<file path="src/rtl/load_store_unit.sv">
// load_store_unit
//   Initiator side of the core's data-memory interface. Takes one load/store
//   at a time from the execute stage and turns the byte address and size into
//   word-aligned memory beats with byte enables. An access that crosses a word
//   boundary is split into two beats, and the two read words are merged. Load
//   data is then sign- or zero-extended. The core is stalled until the access
//   completes.
//
// Parameters
//   ALLOW_MISALIGNED : 1 = split word-crossing accesses into two beats,
//                      0 = report core_err and issue no memory access
//
// Ports
//   clk, rst_n        clock (rising edge), synchronous active-low reset
//   core_req          request, held with its operands until core_stall is low
//   core_we           1 = store, 0 = load
//   core_size         0 byte, 1 half, 2 word, 4 ubyte, 5 uhalf (others invalid)
//   core_addr         byte address
//   core_wdata        store data, LSB-aligned
//   core_stall        high while a request is in progress (combinational)
//   core_rdata        extended load data, valid when core_stall drops
//   core_err          invalid size / disallowed misaligned access
//   mem_req/we/addr/be/wdata   registered memory beat request
//   mem_rdata         read word, sampled when mem_ready is high
//   mem_ready         beat accepted/completed this cycle
module load_store_unit #(
    parameter bit ALLOW_MISALIGNED = 1'b1
) (
    input  logic        clk,
    input  logic        rst_n,
    input  logic        core_req,
    input  logic        core_we,
    input  logic [2:0]  core_size,
    input  logic [31:0] core_addr,
    input  logic [31:0] core_wdata,
    output logic        core_stall,
    output logic [31:0] core_rdata,
    output logic        core_err,
    output logic        mem_req,
    output logic        mem_we,
    output logic [31:0] mem_addr,
    output logic [3:0]  mem_be,
    output logic [31:0] mem_wdata,
    input  logic [31:0] mem_rdata,
    input  logic        mem_ready
);

    typedef enum logic [1:0] {IDLE, BEAT0, BEAT1, DONE} state_t;

    state_t      state;
    state_t      state_next;

    // Operands captured at request acceptance
    logic [2:0]  size_q;
    logic [1:0]  offset_q;
    logic        we_q;
    logic        mis_q;
    logic [3:0]  be_hi_q;
    logic [31:0] wdata_hi_q;
    logic [31:0] buf0;

    logic        in_valid;
    logic        in_mis;
    logic [7:0]  lanes_be;
    logic [63:0] lanes_wd;

    function automatic logic size_valid(input logic [2:0] size);
        return (size == 3'd0) || (size == 3'd1) || (size == 3'd2) ||
               (size == 3'd4) || (size == 3'd5);
    endfunction

    function automatic logic [3:0] size_mask(input logic [2:0] size);
        case (size[1:0])
            2'd0:    return 4'b0001;
            2'd1:    return 4'b0011;
            default: return 4'b1111;
        endcase
    endfunction

    function automatic logic is_misaligned(input logic [2:0] size, input logic [1:0] offset);
        return ((size[1:0] == 2'd1) && (offset == 2'd3)) ||
               ((size[1:0] == 2'd2) && (offset != 2'd0));
    endfunction

    // Shift the {hi,lo} pair down to the access offset, then extend.
    function automatic logic [31:0] extend_load(input logic [31:0] lo, input logic [31:0] hi,
                                                input logic [1:0] offset, input logic [2:0] size);
        logic [31:0] raw;
        raw = 32'({hi, lo} >> {offset, 3'b000});
        case (size)
            3'd0:    return {{24{raw[7]}}, raw[7:0]};
            3'd1:    return {{16{raw[15]}}, raw[15:0]};
            3'd4:    return {24'd0, raw[7:0]};
            3'd5:    return {16'd0, raw[15:0]};
            default: return raw;
        endcase
    endfunction

    // The low half of each 8-bit / 64-bit lane image is beat 0, the high half beat 1.
    assign in_valid   = size_valid(core_size);
    assign in_mis     = is_misaligned(core_size, core_addr[1:0]);
    assign lanes_be   = {4'b0000, size_mask(core_size)} << core_addr[1:0];
    assign lanes_wd   = {32'd0, core_wdata} << {core_addr[1:0], 3'b000};
    assign core_stall = core_req && (state != DONE);

    always_ff @(posedge clk) begin
        if (!rst_n) state <= IDLE;
        else        state <= state_next;
    end

    always_comb begin
        state_next = state;
        case (state)
            IDLE: begin
                if (core_req) begin
                    if (!in_valid || (in_mis && !ALLOW_MISALIGNED)) state_next = DONE;
                    else                                             state_next = BEAT0;
                end
            end
            BEAT0: if (mem_ready) state_next = mis_q ? BEAT1 : DONE;
            BEAT1: if (mem_ready) state_next = DONE;
            default: state_next = IDLE;
        endcase
    end

    // ---- request capture / read buffer (no reset needed, qualified by state) ----
    always_ff @(posedge clk) begin
        if (state == IDLE && core_req) begin
            size_q     <= core_size;
            offset_q   <= core_addr[1:0];
            we_q       <= core_we;
            mis_q      <= in_mis;
            be_hi_q    <= lanes_be[7:4];
            wdata_hi_q <= lanes_wd[63:32];
        end
        if (state == BEAT0 && mem_ready) buf0 <= mem_rdata;
    end

    // ---- registered memory beat and core response ----
    always_ff @(posedge clk) begin
        if (!rst_n) begin
            mem_req    <= 1'b0;
            mem_we     <= 1'b0;
            mem_addr   <= 32'd0;
            mem_be     <= 4'd0;
            mem_wdata  <= 32'd0;
            core_rdata <= 32'd0;
            core_err   <= 1'b0;
        end else begin
            case (state)
                IDLE: begin
                    if (state_next == BEAT0) begin
                        mem_req   <= 1'b1;
                        mem_we    <= core_we;
                        mem_addr  <= {core_addr[31:2], 2'b00};
                        mem_be    <= lanes_be[3:0];
                        mem_wdata <= lanes_wd[31:0];
                    end else if (state_next == DONE) begin
                        core_err   <= 1'b1;
                        core_rdata <= 32'd0;
                    end
                end
                BEAT0: begin
                    if (mem_ready) begin
                        if (mis_q) begin
                            mem_addr  <= mem_addr + 32'd4;
                            mem_be    <= be_hi_q;
                            mem_wdata <= wdata_hi_q;
                        end else begin
                            mem_req    <= 1'b0;
                            core_err   <= 1'b0;
                            core_rdata <= we_q ? 32'd0 : extend_load(mem_rdata, 32'd0, offset_q, size_q);
                        end
                    end
                end
                BEAT1: begin
                    if (mem_ready) begin
                        mem_req    <= 1'b0;
                        core_err   <= 1'b0;
                        core_rdata <= we_q ? 32'd0 : extend_load(buf0, mem_rdata, offset_q, size_q);
                    end
                end
                default: ;
            endcase
        end
    end

endmodule

</file>
<file path="config.mk">
export PLATFORM = sky130hd
export DESIGN_NAME = load_store_unit
export DESIGN_NICKNAME = d
export VERILOG_FILES = /design/src/rtl/load_store_unit.sv
export SDC_FILE = /design/constraint.sdc
export NUM_CORES = 1
export LEC_CHECK = 0
export CORE_UTILIZATION = 50
export DETAILED_ROUTE_END_ITERATION = 12
export PLACE_DENSITY = 0.79
export SLEW_MARGIN = 20
export SYNTH_ARGS = -nofsm -noshare
export SYNTH_HDL_FRONTEND = slang
export SYNTH_SLANG_ARGS = --single-unit
</file>
<file path="constraint.sdc">
create_clock -name clk -period 3.1 [get_ports clk]
set_input_delay 0.31 -clock clk [delete_from_list [all_inputs] [get_ports clk]]
set_output_delay 0.31 -clock clk [all_outputs]
set_load 0.01 [all_outputs]
</file>
* Word-level counts from Yosys, hierarchy flattened
Index checks and enable logic that the tools add are counted.
** Word-level totals
- Logic and storage cells :: 100
- Bits of input ports :: 104
- Bits in registers :: 180
** Operators by class
- Shift-type cells :: 4
- $add $sub $neg :: 1
- Mux-type cells :: 37
- Equal/unequal tests :: 22
- Reductions and logical operators :: 21
** Operator list (number)
- $mux 32 :: 13
- $pmux 32 s4 :: 2
- $pmux 32 s2 :: 2
- $pmux 32 s3 :: 1
- $shl 32x5->64 :: 1
- $shr 64x5->32 :: 1
- $add 32x3->32 const B :: 1
- $shr 32x5->32 :: 1
- $pmux 4 s2 :: 2
- $eq 3x3->1 const B :: 4
- $mux 4 :: 3
- $ne 2x2->1 const B :: 6
- $eq 2x2->1 const B :: 4
- $mux 2 :: 4
- $shl 4x2->8 :: 1
- $mux 1 :: 7
- $eq 2x1->1 const B :: 3
- $eq 3x1->1 const B :: 2
- $logic_not 3->1 :: 2
- $pmux 1 s3 :: 2
- $pmux 2 s3 :: 1
- $reduce_and 6->1 :: 1
- $logic_and 1x1->1 :: 5
- $logic_or 1x1->1 :: 5
- 8 further kinds :: 11

* Logic depth before layout (Yosys ltp)
Gate-level depths: netlist of the first run.
- Depth in word-level cells :: 12
- Depth in mapped cells :: 10
- Gate-level depth less buffers :: 8

* Least setup slack after synthesis of the first run
OpenSTA, ideal clock, no wires.
- Kind :: register to register
- From :: reg state[1]
- To :: reg buf0[0], enable pin
- Path buffers :: 3
- Cell stages (with the launch flop) :: 7
- Arrival time :: 2.202 ns
- Library setup time :: 0.392 ns
- Required time :: 2.708 ns
- Path slack :: 0.506 ns
- Path through :: dfxtp_1 inv_1 ha_1 buf_2 buf_1 clkbuf_1 and2_1
** On the way
- Longest elaborated chain between the ends :: 2
** Ends and longest elaborated chain
- start, declared :: line 50 : state_t state;
- start signal, assigned :: line 108 : else state <= state_next;
- $eq 2x1->1 :: line 136 : if (state == BEAT0 && mem_ready) buf0 <= mem_rdata;
- $logic_and 1x1->1 :: line 136
- end signal, assigned :: line 136
- end, declared :: line 60 : logic [31:0] buf0;
No other way between the ends.
A chain may end at the register's enable or synchronous reset.

* Worst setup path in the final report of the first run
- From :: reg state[1]
- To :: reg mem_wdata[28]
** On the way
- Longest elaborated chain between the ends :: 5
- Elaborated cells between the ends (all ways) :: 14
- Those cells by class :: 6 x eq/ne; 5 x mux; 3 x reduce/logical
** Ends and longest elaborated chain
- $eq 2x2->1, or another cell as far along :: line 113 : case (state)
- $pmux 2 s3 :: line 113
- $eq 2x1->1 :: line 152 : if (state_next == BEAT0) begin
- $ne 2x1->1 (no line)
- $reduce_and 4->1 (no line)
- end signal, assigned :: line 157 : mem_wdata <= lanes_wd[31:0];
- end signal, assigned :: line 168 : mem_wdata <= wdata_hi_q;
- end, declared :: line 43 : output logic [31:0] mem_wdata,
Parallel ways exist; a longest one is shown, timed or not.

==> flow_summary.json, run 1 <==
{
  "run_status": "finished clean",
  "cts_resized": 0,
  "fin_total_pwr_mw": 11.2,
  "syn-instance-count": 1032,
  "drcViolationCount": 0,
  "dp.cells": 1402,
  "synth-edff-count": 66,
  "cts_tree": "done",
  "portBuffers": 205,
  "peakVddDrop_mv": 0.542,
  "first_pass_iters": 5,
  "p_leak_nw": 4.30,
  "seq_area_frac_synth": 0.420,
  "timing.final.hold_violations": 0,
  "critPathSlowestCell": "o311a_4",
  "placed_area_mm2": 0.0118,
  "start_kind": "flop",
  "fin_skew_ns": 0.0144,
  "antenna_found_initial": 1,
  "rsz0062_at_grt": "false",
  "finalHoldWorstSlack_ns": 0.289,
  "post_cts_buffers": 0,
  "async_reset_ff_frac": 0,
  "tns_ns": 0,
  "cts.sinks": 169,
  "crit_type": "flop to flop",
  "clk_pin_slew_ns": 0.07,
  "initial_utilization": 0.513,
  "antenna_cells": 0,
  "worst_slew_pin_slew_ns": 0.988,
  "coreArea_mm2": 0.0188,
  "grt_usage": 0.289,
  "drt_iter0_markers": 935,
  "final_core_util": 0.660,
  "nNetsFinal": 1297,
  "grt_pass1_wl_um": 45000,
  "hpwl_um": 19700,
  "timing.fmax_mhz": 362,
  "synth.ff_latch_count": 169,
  "slew_violations": 0,
  "clk_latency_ns": 0.44,
  "ant_nets": 0,
  "design_area_mm2": 0.0124,
  "synth_cell_types": 71,
  "wire_per_inst_um": 20.0,
  "setup_ws_ns": 0.339,
  "crit_chain": "inv_1 > ha_4 > inv_2 > o311a_4 > o31ai_4 > and2_2 > buf_4 > o2111ai_1 > a21oi_1",
  "drive_gt1_frac": 0.117,
  "h-tree-depth": 4,
  "min_path_type": "input pin to flop",
  "crit_family": "compound AO/OA/AOI/OAI gates",
  "ys.flop_type": "dfxtp_1",
  "root_buffer": "clkbuf_16",
  "period_minus_slack_ns": 2.76,
  "grt-ovfl-total": 0,
  "crit_path_max_fanout": 23,
  "numCtsBuffers": 17,
  "fp-row-count": 50,
  "relSlewSlack": 0.339,
  "place_ws_ns": 0.279,
  "syn_area_mm2": 0.00963,
  "grt_pass1_vias": 8448,
  "fin_cells": 1434,
  "syn_to_final_growth_pct": 28.5,
  "cpPeakStageDelay_ns": 0.41,
  "die-height_um": 141,
  "synth_top_area_frac": 0.214,
  "num_io_pins": 208,
  "die-area_mm2": 0.0198,
  "drt_wl_total_um": 28700,
  "dieWidth_um": 141,
  "crit_required_ns": 3.46,
  "cap_violations": 0,
  "grt_max_degree": 73,
  "synth_top_area_cell": "dfxtp_1",
  "vias": 9069,
  "crit_buf_inv": 3,
  "arrival_ns": 3.12,
  "synth_area_leaders": "dfxtp_1 21%, edfxtp_1 21%, nand2_1 5.5%",
  "cts.path.max_buffers": 2,
  "cts_hold_buffers": 0,
  "end_kind": "flop",
  "syn_area_per_cell_um2": 9.33,
  "powerDensity_mw_per_mm2": 901,
  "synth.most_common_cell": "nand2_1",
  "yosysWarnings": 0,
  "period_share": 0.891,
  "yosys-top-cells-count": "141 x nand2_1, 103 x dfxtp_1, 74 x a21oi_1",
  "gp_congestion": 0.896,
  "viasPerCell": 6.32,
  "setup_viol": 0
}
[placed cells by master (no fill, tap or decap), types with 5 or more instances in the layout]
master,n
dfxtp_1,103
o22ai_1,5
clkdlybuf4s50_1,203
a31oi_1,11
buf_4,26
o2bb2ai_1,7
a221o_1,12
a211oi_1,19
a22o_1,9
nor2_1,56
edfxtp_1,66
a221oi_1,23
mux2i_1,40
a22oi_1,9
o221a_2,5
o221ai_1,7
nor3_1,32
nand2_1,140
nand3_1,24
nand4_1,19
o211ai_1,23
inv_1,11
o2111ai_1,9
o21ai_0,36
a21o_1,14
clkbuf_16,18
o32ai_1,8
and3_1,11
nand4b_1,5
mux4_2,15
inv_6,5
nand2b_1,11
a21oi_1,74
ha_1,5
mux2_2,38
and2_1,8
nor2b_1,25
[cells by family after synthesis]
logic type	synth area share
AOI/OAI and AO/OA	0.221
xor gates and xnor gates	0.000910
adders and majority gates	0.00780
buffers and inverters	0.0512
DFF	0.420
muxes	0.121
other	0.000389
and+or+nand+nor	0.178
[where the power goes]
group / internal, mW / switching [mW]
clock network: 1.19 / 1.00
registers: 2.97 / 0.519
logic: 2.33 / 3.15
[state kept, by name (all words and copies together), names as in the netlist]
| name | cells |
|---|---|
| be_hi_q | 3 |
| buf0 | 32 |
| core_err | 1 |
| core_rdata | 32 |
| mem_addr | 30 |
| mem_be | 4 |
| mem_req | 1 |
| mem_wdata | 32 |
| mem_we | 1 |
| mis_q | 1 |
| offset_q | 2 |
| size_q | 3 |
| state | 2 |
| wdata_hi_q | 24 |
| we_q | 1 |
[layout make-up]
type | instances | area, um^2
clock buffer | 18 | 450
clock inverter | 14 | 150
fill | 1500 | 6390
inverter | 13 | 48.8
multi-input combinational | 753 | 5110
sequential | 169 | 4040
tap | 234 | 293
timing repair buffer | 233 | 2280
[worst paths after layout]
check             cells past startpoint                       start  slack [ns]                    endpoint
setup / recovery                      9         state[1]$_SDFF_PN0_        0.34  mem_wdata[28]$_SDFFE_PN0P_
hold / removal                        3                core_addr[0]        0.29    be_hi_q[2]$_SDFFCE_PN0P_
setup reg to reg                      9         state[1]$_SDFF_PN0_        0.34  mem_wdata[28]$_SDFFE_PN0P_
hold reg to reg                       2  core_rdata[8]$_SDFFE_PN0P_        0.45  core_rdata[8]$_SDFFE_PN0P_
[worst register-to-register path: cells and delay by family (launching register included)]
kind / cells / cell delay (ns)
AOI/OAI and AO/OA: 4 / 1.15
buffers and inverters: 3 / 0.48
DFF: 1 / 0.37
and+or+nand+nor: 1 / 0.37
adders and majority gates: 1 / 0.31
[layer usage]
metal | track usage | vias up | wire length, um
met3 | 0.0635 | 67 | 2100
met1 | 0.380 | 4374 | 12200
met2 | 0.459 | 407 | 13400
li1 | - | 4221 | -
met4 | 0.122 | 0 | 931
met5 | 0 | - | 0
(Power assumes the default switching activity.)
==> run 2, diff against run 1 <==
--- a/config.mk
+++ b/config.mk
@@ -7,6 +7,7 @@
 export LEC_CHECK = 0
 export CORE_UTILIZATION = 50
 export DETAILED_ROUTE_END_ITERATION = 12
+export GPL_TIMING_DRIVEN = 0
 export PLACE_DENSITY = 0.79
 export SLEW_MARGIN = 20
 export SYNTH_ARGS = -nofsm -noshare
==> run 2 against run 1 <==
Power grew 5.6%. Global-route usage grew 5.0 points. Die area is the same.
==> flow_summary.json, run 2 (synthesis results as in run 1) <==
{
  "timing.final.hold_violations": 0,
  "crit_family": "buffers and inverters",
  "timing.fmax_mhz": 347,
  "wire_per_inst_um": 22.4,
  "finalHoldWorstSlack_ns": 0.454,
  "root_buffer": "clkbuf_16",
  "end_kind": "flop",
  "critPathSlowestCell": "buf_1",
  "period_minus_slack_ns": 2.88,
  "die-area_mm2": 0.0198,
  "drcViolationCount": 0,
  "place_ws_ns": -0.132,
  "crit_required_ns": 3.19,
  "run_status": "finished clean",
  "whs_path_depth": 2,
  "fin_total_pwr_mw": 11.8,
  "grt-ovfl-total": 0,
  "cts.sinks": 169,
  "arrival_ns": 2.97,
  "grt_usage": 0.338,
  "fin_skew_ns": 0.0116,
  "cts_tree": "done",
  "crit_path_max_fanout": 32,
  "powerDensity_mw_per_mm2": 932,
  "h-tree-depth": 4,
  "syn_to_final_growth_pct": 31.2,
  "min_path_type": "flop to flop",
  "drt_wl_total_um": 33700,
  "drive_gt1_frac": 0.115,
  "relSlewSlack": 0.471,
  "gp_congestion": 0.964,
  "grt_pass1_wl_um": 51400,
  "antenna_cells": 0,
  "worst_slew_pin_slew_ns": 0.794,
  "vias": 9938,
  "crit_chain": "inv_1 > ha_1 > buf_2 > buf_1 > clkbuf_2 > and2_4",
  "clk_pin_slew_ns": 0.07,
  "top_layer_used": "met4",
  "layout_common_cells": "205 x clkdlybuf4s50_1, 141 x nand2_1, 103 x dfxtp_1",
  "crit_type": "flop to flop",
  "cts.path.max_buffers": 2,
  "ant_nets": 0,
  "peakVddDrop_mv": 0.639,
  "cts_resized": 1,
  "min_from": "core_rdata[4]$_SDFFE_PN0P_",
  "met1_length_um": 13200,
  "cpPeakStageDelay_ns": 0.53,
  "period_share": 0.929,
  "rsz0062_at_grt": "false",
  "first_pass_iters": 6,
  "setup_ws_ns": 0.220,
  "hold_path_end": "core_rdata[4]$_SDFFE_PN0P_",
  "cts_hold_buffers": 0,
  "reg2reg_slack_ns": 0.22,
  "wl_met3_um": 3820,
  "numCtsBuffers": 17,
  "rr_endpoint": "buf0[23]$_DFFE_PP_",
  "cap_violations": 0,
  "r2r-start": "state[1]$_SDFF_PN0_",
  "antenna_found_initial": 1,
  "reg2reg_depth": 6,
  "final_common_cell": "clkdlybuf4s50_1",
  "crit_buf_inv": 4,
  "num_io_pins": 208,
  "top_regs": "buf0 x32, core_rdata x32, mem_wdata x32",
  "fp-row-count": 50,
  "initial_utilization": 0.513,
  "slew_violations": 0,
  "wl_met2_um": 15300,
  "coreArea_mm2": 0.0188,
  "portBuffers": 205,
  "setup_viol": 0,
  "post_cts_buffers": 0,
  "grt_pass1_vias": 9206,
  "tns_ns": 0,
  "clk_latency_ns": 0.45,
  "p_leak_nw": 4.41,
  "start_kind": "flop",
  "fin_cells": 1505,
  "dieWidth_um": 141,
  "dp.cells": 1473,
  "hpwl_um": 24700,
  "nNetsFinal": 1368,
  "die-height_um": 141,
  "grt_max_degree": 33,
  "drt_iter0_markers": 1206,
  "viasPerCell": 6.60
}
-- run 2: cell types whose count changed in the layout (fill, tap and decap cells not counted), sizes merged --
cell,delta
clkinvlp,-1
clkbuf,+52
inv,-2
clkdlybuf4s50,+2
clkinv,+3
buf,+17
-- run 2: metrics by stage --
stage               instance area [um^2]  utilization
floorplan                           9630            -
global placement                   12000        0.638
detailed placement                 12000        0.639
CTS                                12600        0.673
global route                       12600        0.673
finish                             12600        0.673
-- run 2: per-layer routing --
| metal | global-route usage | vias up |
|---|---|---|
| met2 | 0.530 | 765 |
| met1 | 0.454 | 4698 |
| li1 | - | 4352 |
| met5 | 0 | - |
| met4 | 0.154 | 0 |
| met3 | 0.0659 | 123 |
-- run 2: tightest hold or removal path, stage by stage (launching register included) --
cell	delay, ns
dfxtp_1	0.31
nand2_1	0.05
a21oi_1	0.05
-- run 2: cell type report --
class	instances	area, um^2
well taps	234	293
inverters	13	48.8
clock buffers	18	450
flip-flops and latches	169	4040
fillers	1521	6130
multi-input cells	753	5100
plain buffers	98	445
repair buffers	206	2070
clock inverters	14	176
-- run 2: worst max path at each step --
stage | from | end | cells after the start | slack, ns
global route | state[1]$_SDFF_PN0_ | buf0[6]$_DFFE_PP_ | 6 | 0.19
CTS | state[1]$_SDFF_PN0_ | buf0[10]$_DFFE_PP_ | 6 | 0.07
global placement | state[1]$_SDFF_PN0_ | buf0[11]$_DFFE_PP_ | 6 | -0.56
floorplan | state[1]$_SDFF_PN0_ | buf0[0]$_DFFE_PP_ | 6 | 0.51
detailed placement | state[1]$_SDFF_PN0_ | buf0[3]$_DFFE_PP_ | 6 | -0.13
finish | state[1]$_SDFF_PN0_ | buf0[23]$_DFFE_PP_ | 6 | 0.22
-- run 2: report_power, final --
| group | switching, mW | internal, mW | total, mW |
|---|---|---|---|
| clock | 1.05 | 1.21 | 2.26 |
| combinational | 3.67 | 2.40 | 6.07 |
| sequential | 0.482 | 2.97 | 3.45 |
==> run 3, diff against run 2 <==
--- a/config.mk
+++ b/config.mk
@@ -5,10 +5,12 @@
 export SDC_FILE = /design/constraint.sdc
 export NUM_CORES = 1
 export LEC_CHECK = 0
+export CORE_MARGIN = 3
 export CORE_UTILIZATION = 50
 export DETAILED_ROUTE_END_ITERATION = 12
 export GPL_TIMING_DRIVEN = 0
 export PLACE_DENSITY = 0.79
+export SKIP_LAST_GASP = 1
 export SLEW_MARGIN = 20
 export SYNTH_ARGS = -nofsm -noshare
 export SYNTH_HDL_FRONTEND = slang
==> run 3 against run 2 <==
Sequential cell count stayed put. Power is 0.56% higher. Count of clock-buffer cells in the layout stayed put. First-iteration DRC count is 26% higher. Worst hold slack worse by 0.00055 ns. Combinational power is 0.7% higher. Routed wire length is 1.3% higher. Cell count is 1.8% higher. Critical path type unchanged.
==> flow_summary.json, run 3 (synthesis results as in run 1) <==
{
  "top_regs": "buf0 x32, core_rdata x32, mem_wdata x32",
  "timing.final.hold_violations": 0,
  "wire_per_inst_um": 22.3,
  "portBuffers": 205,
  "min_path_type": "flop to flop",
  "p_int_mw": 6.65,
  "vias": 9798,
  "layout_common_cells": "205 x clkdlybuf4s50_1, 141 x nand2_1, 103 x dfxtp_1",
  "cts_tree": "done",
  "viasPerCell": 6.40,
  "crit_required_ns": 3.22,
  "fin_skew_ns": 0.0134,
  "cap_violations": 0,
  "post_cts_buffers": 0,
  "p_switching_mw": 5.19,
  "placed_area_mm2": 0.0121,
  "drive_gt1_frac": 0.115,
  "drcViolationCount": 0,
  "grt_pass1_wl_um": 51600,
  "rsz0062_at_grt": "false",
  "num_io_pins": 208,
  "reg2reg_slack_ns": 0.12,
  "fin_cells": 1532,
  "slew_violations": 0,
  "power_frac_comb": 0.516,
  "final_common_cell": "clkdlybuf4s50_1",
  "period_minus_slack_ns": 2.98,
  "grt_pass1_vias": 9232,
  "whs_path_depth": 2,
  "period_share": 0.960,
  "peakVddDrop_mv": 0.648,
  "setup_viol": 0,
  "fin_total_pwr_mw": 11.8,
  "end_kind": "flop",
  "fill_cells": 1513,
  "root_buffer": "clkbuf_16",
  "initial_utilization": 0.511,
  "fp-row-count": 50,
  "clk_pin_slew_ns": 0.07,
  "cts_hold_buffers": 0,
  "grt_usage": 0.319,
  "drt_wl_total_um": 34200,
  "first_pass_iters": 6,
  "start_kind": "flop",
  "timing.fmax_mhz": 336,
  "antenna_found_initial": 0,
  "dp.cells": 1500,
  "place_ws_ns": 0.181,
  "setup_ws_ns": 0.124,
  "powerDensity_mw_per_mm2": 934,
  "dieWidth_um": 145,
  "cts_resized": 0,
  "finalHoldWorstSlack_ns": 0.454,
  "antenna_cells": 0,
  "die-height_um": 145,
  "grt_max_degree": 33,
  "cts.path.max_buffers": 2,
  "crit_path_max_fanout": 32,
  "h-tree-depth": 4,
  "reg2reg_depth": 7,
  "numCtsBuffers": 17,
  "ant_nets": 0,
  "worst_slew_pin_slew_ns": 0.845,
  "coreArea_mm2": 0.0188,
  "sequentialPowerShare": 0.291,
  "hpwl_um": 25200,
  "clockPowerShare": 0.193,
  "design_area_mm2": 0.0127,
  "syn_to_final_growth_pct": 31.7,
  "relSlewSlack": 0.437,
  "clk_latency_ns": 0.44,
  "p_leak_nw": 4.42,
  "gp_congestion": 0.963,
  "die-area_mm2": 0.0210,
  "crit_type": "flop to flop",
  "run_status": "finished clean",
  "p_sw_frac": 0.438,
  "arrival_ns": 3.10,
  "cts.sinks": 169,
  "grt-ovfl-total": 0,
  "drt_iter0_markers": 1515,
  "nNetsFinal": 1369
}
-- run 3: changes by cell type in the layout (fill, tap and decap cells not counted), sizes merged --
| cell | delta |
|---|---|
| clkinv | -5 |
| clkinvlp | +1 |
| bufinv | +1 |
| inv | +3 |
| buf | +1 |
-- run 3: layout make-up --
type	count	area [um^2]	share of cell area
Buffer	98	444	0.0350
Clock buffer	18	450	0.0355
Clock inverter	14	173	0.0136
Inverter	13	48.8	0.00385
Multi-Input combinational cell	753	5100	0.402
Sequential cell	169	4040	0.319
Tap cell	260	325	0.0257
Timing Repair Buffer	207	2090	0.165
-- run 3: final timing paths --
kind	from	to
setup reg to reg	state[1]$_SDFF_PN0_	buf0[14]$_DFFE_PP_
setup / recovery	state[1]$_SDFF_PN0_	buf0[14]$_DFFE_PP_
hold reg to reg	core_rdata[2]$_SDFFE_PN0P_	core_rdata[2]$_SDFFE_PN0P_
hold / removal	core_rdata[2]$_SDFFE_PN0P_	core_rdata[2]$_SDFFE_PN0P_
-- run 3: power by group through the flow --
stage	logic, mW	clock network (mW)	registers (mW)
5_1_grt	6.54	2.38	3.50
6_report	6.11	2.29	3.44
4_1_cts	5.95	2.29	3.42
3_3_place_gp	5.78	0	3.46
3_5_place_dp	5.91	0	3.46
2_1_floorplan	3.42	0	3.53
-- run 3: routing by layer --
layer / global-route usage / routed length [um] / up-vias
li1: - / - / 4358
met1: 0.443 / 13800 / 4632
met2: 0.485 / 15300 / 700
met3: 0.0611 / 3710 / 108
met4: 0.139 / 1360 / 0
met5: 0 / 0 / -
-- run 3: through the flow --
stage | setup TNS, ns | utilization
final | 0 | 0.673
after global routing | 0 | 0.673
after CTS | 0 | 0.673
after detailed placement | 0 | 0.640
after global placement | -17.47 | 0.638
after floorplan | 0 | -
-- run 3: worst max-delay path, stage by stage, from the launching register on --
cell      delay [ns]
dfxtp_1         0.36
inv_1           0.09
ha_1            0.23
buf_2           0.31
buf_1           0.54
clkbuf_1        0.60
and2_2          0.30
buf_12          0.22
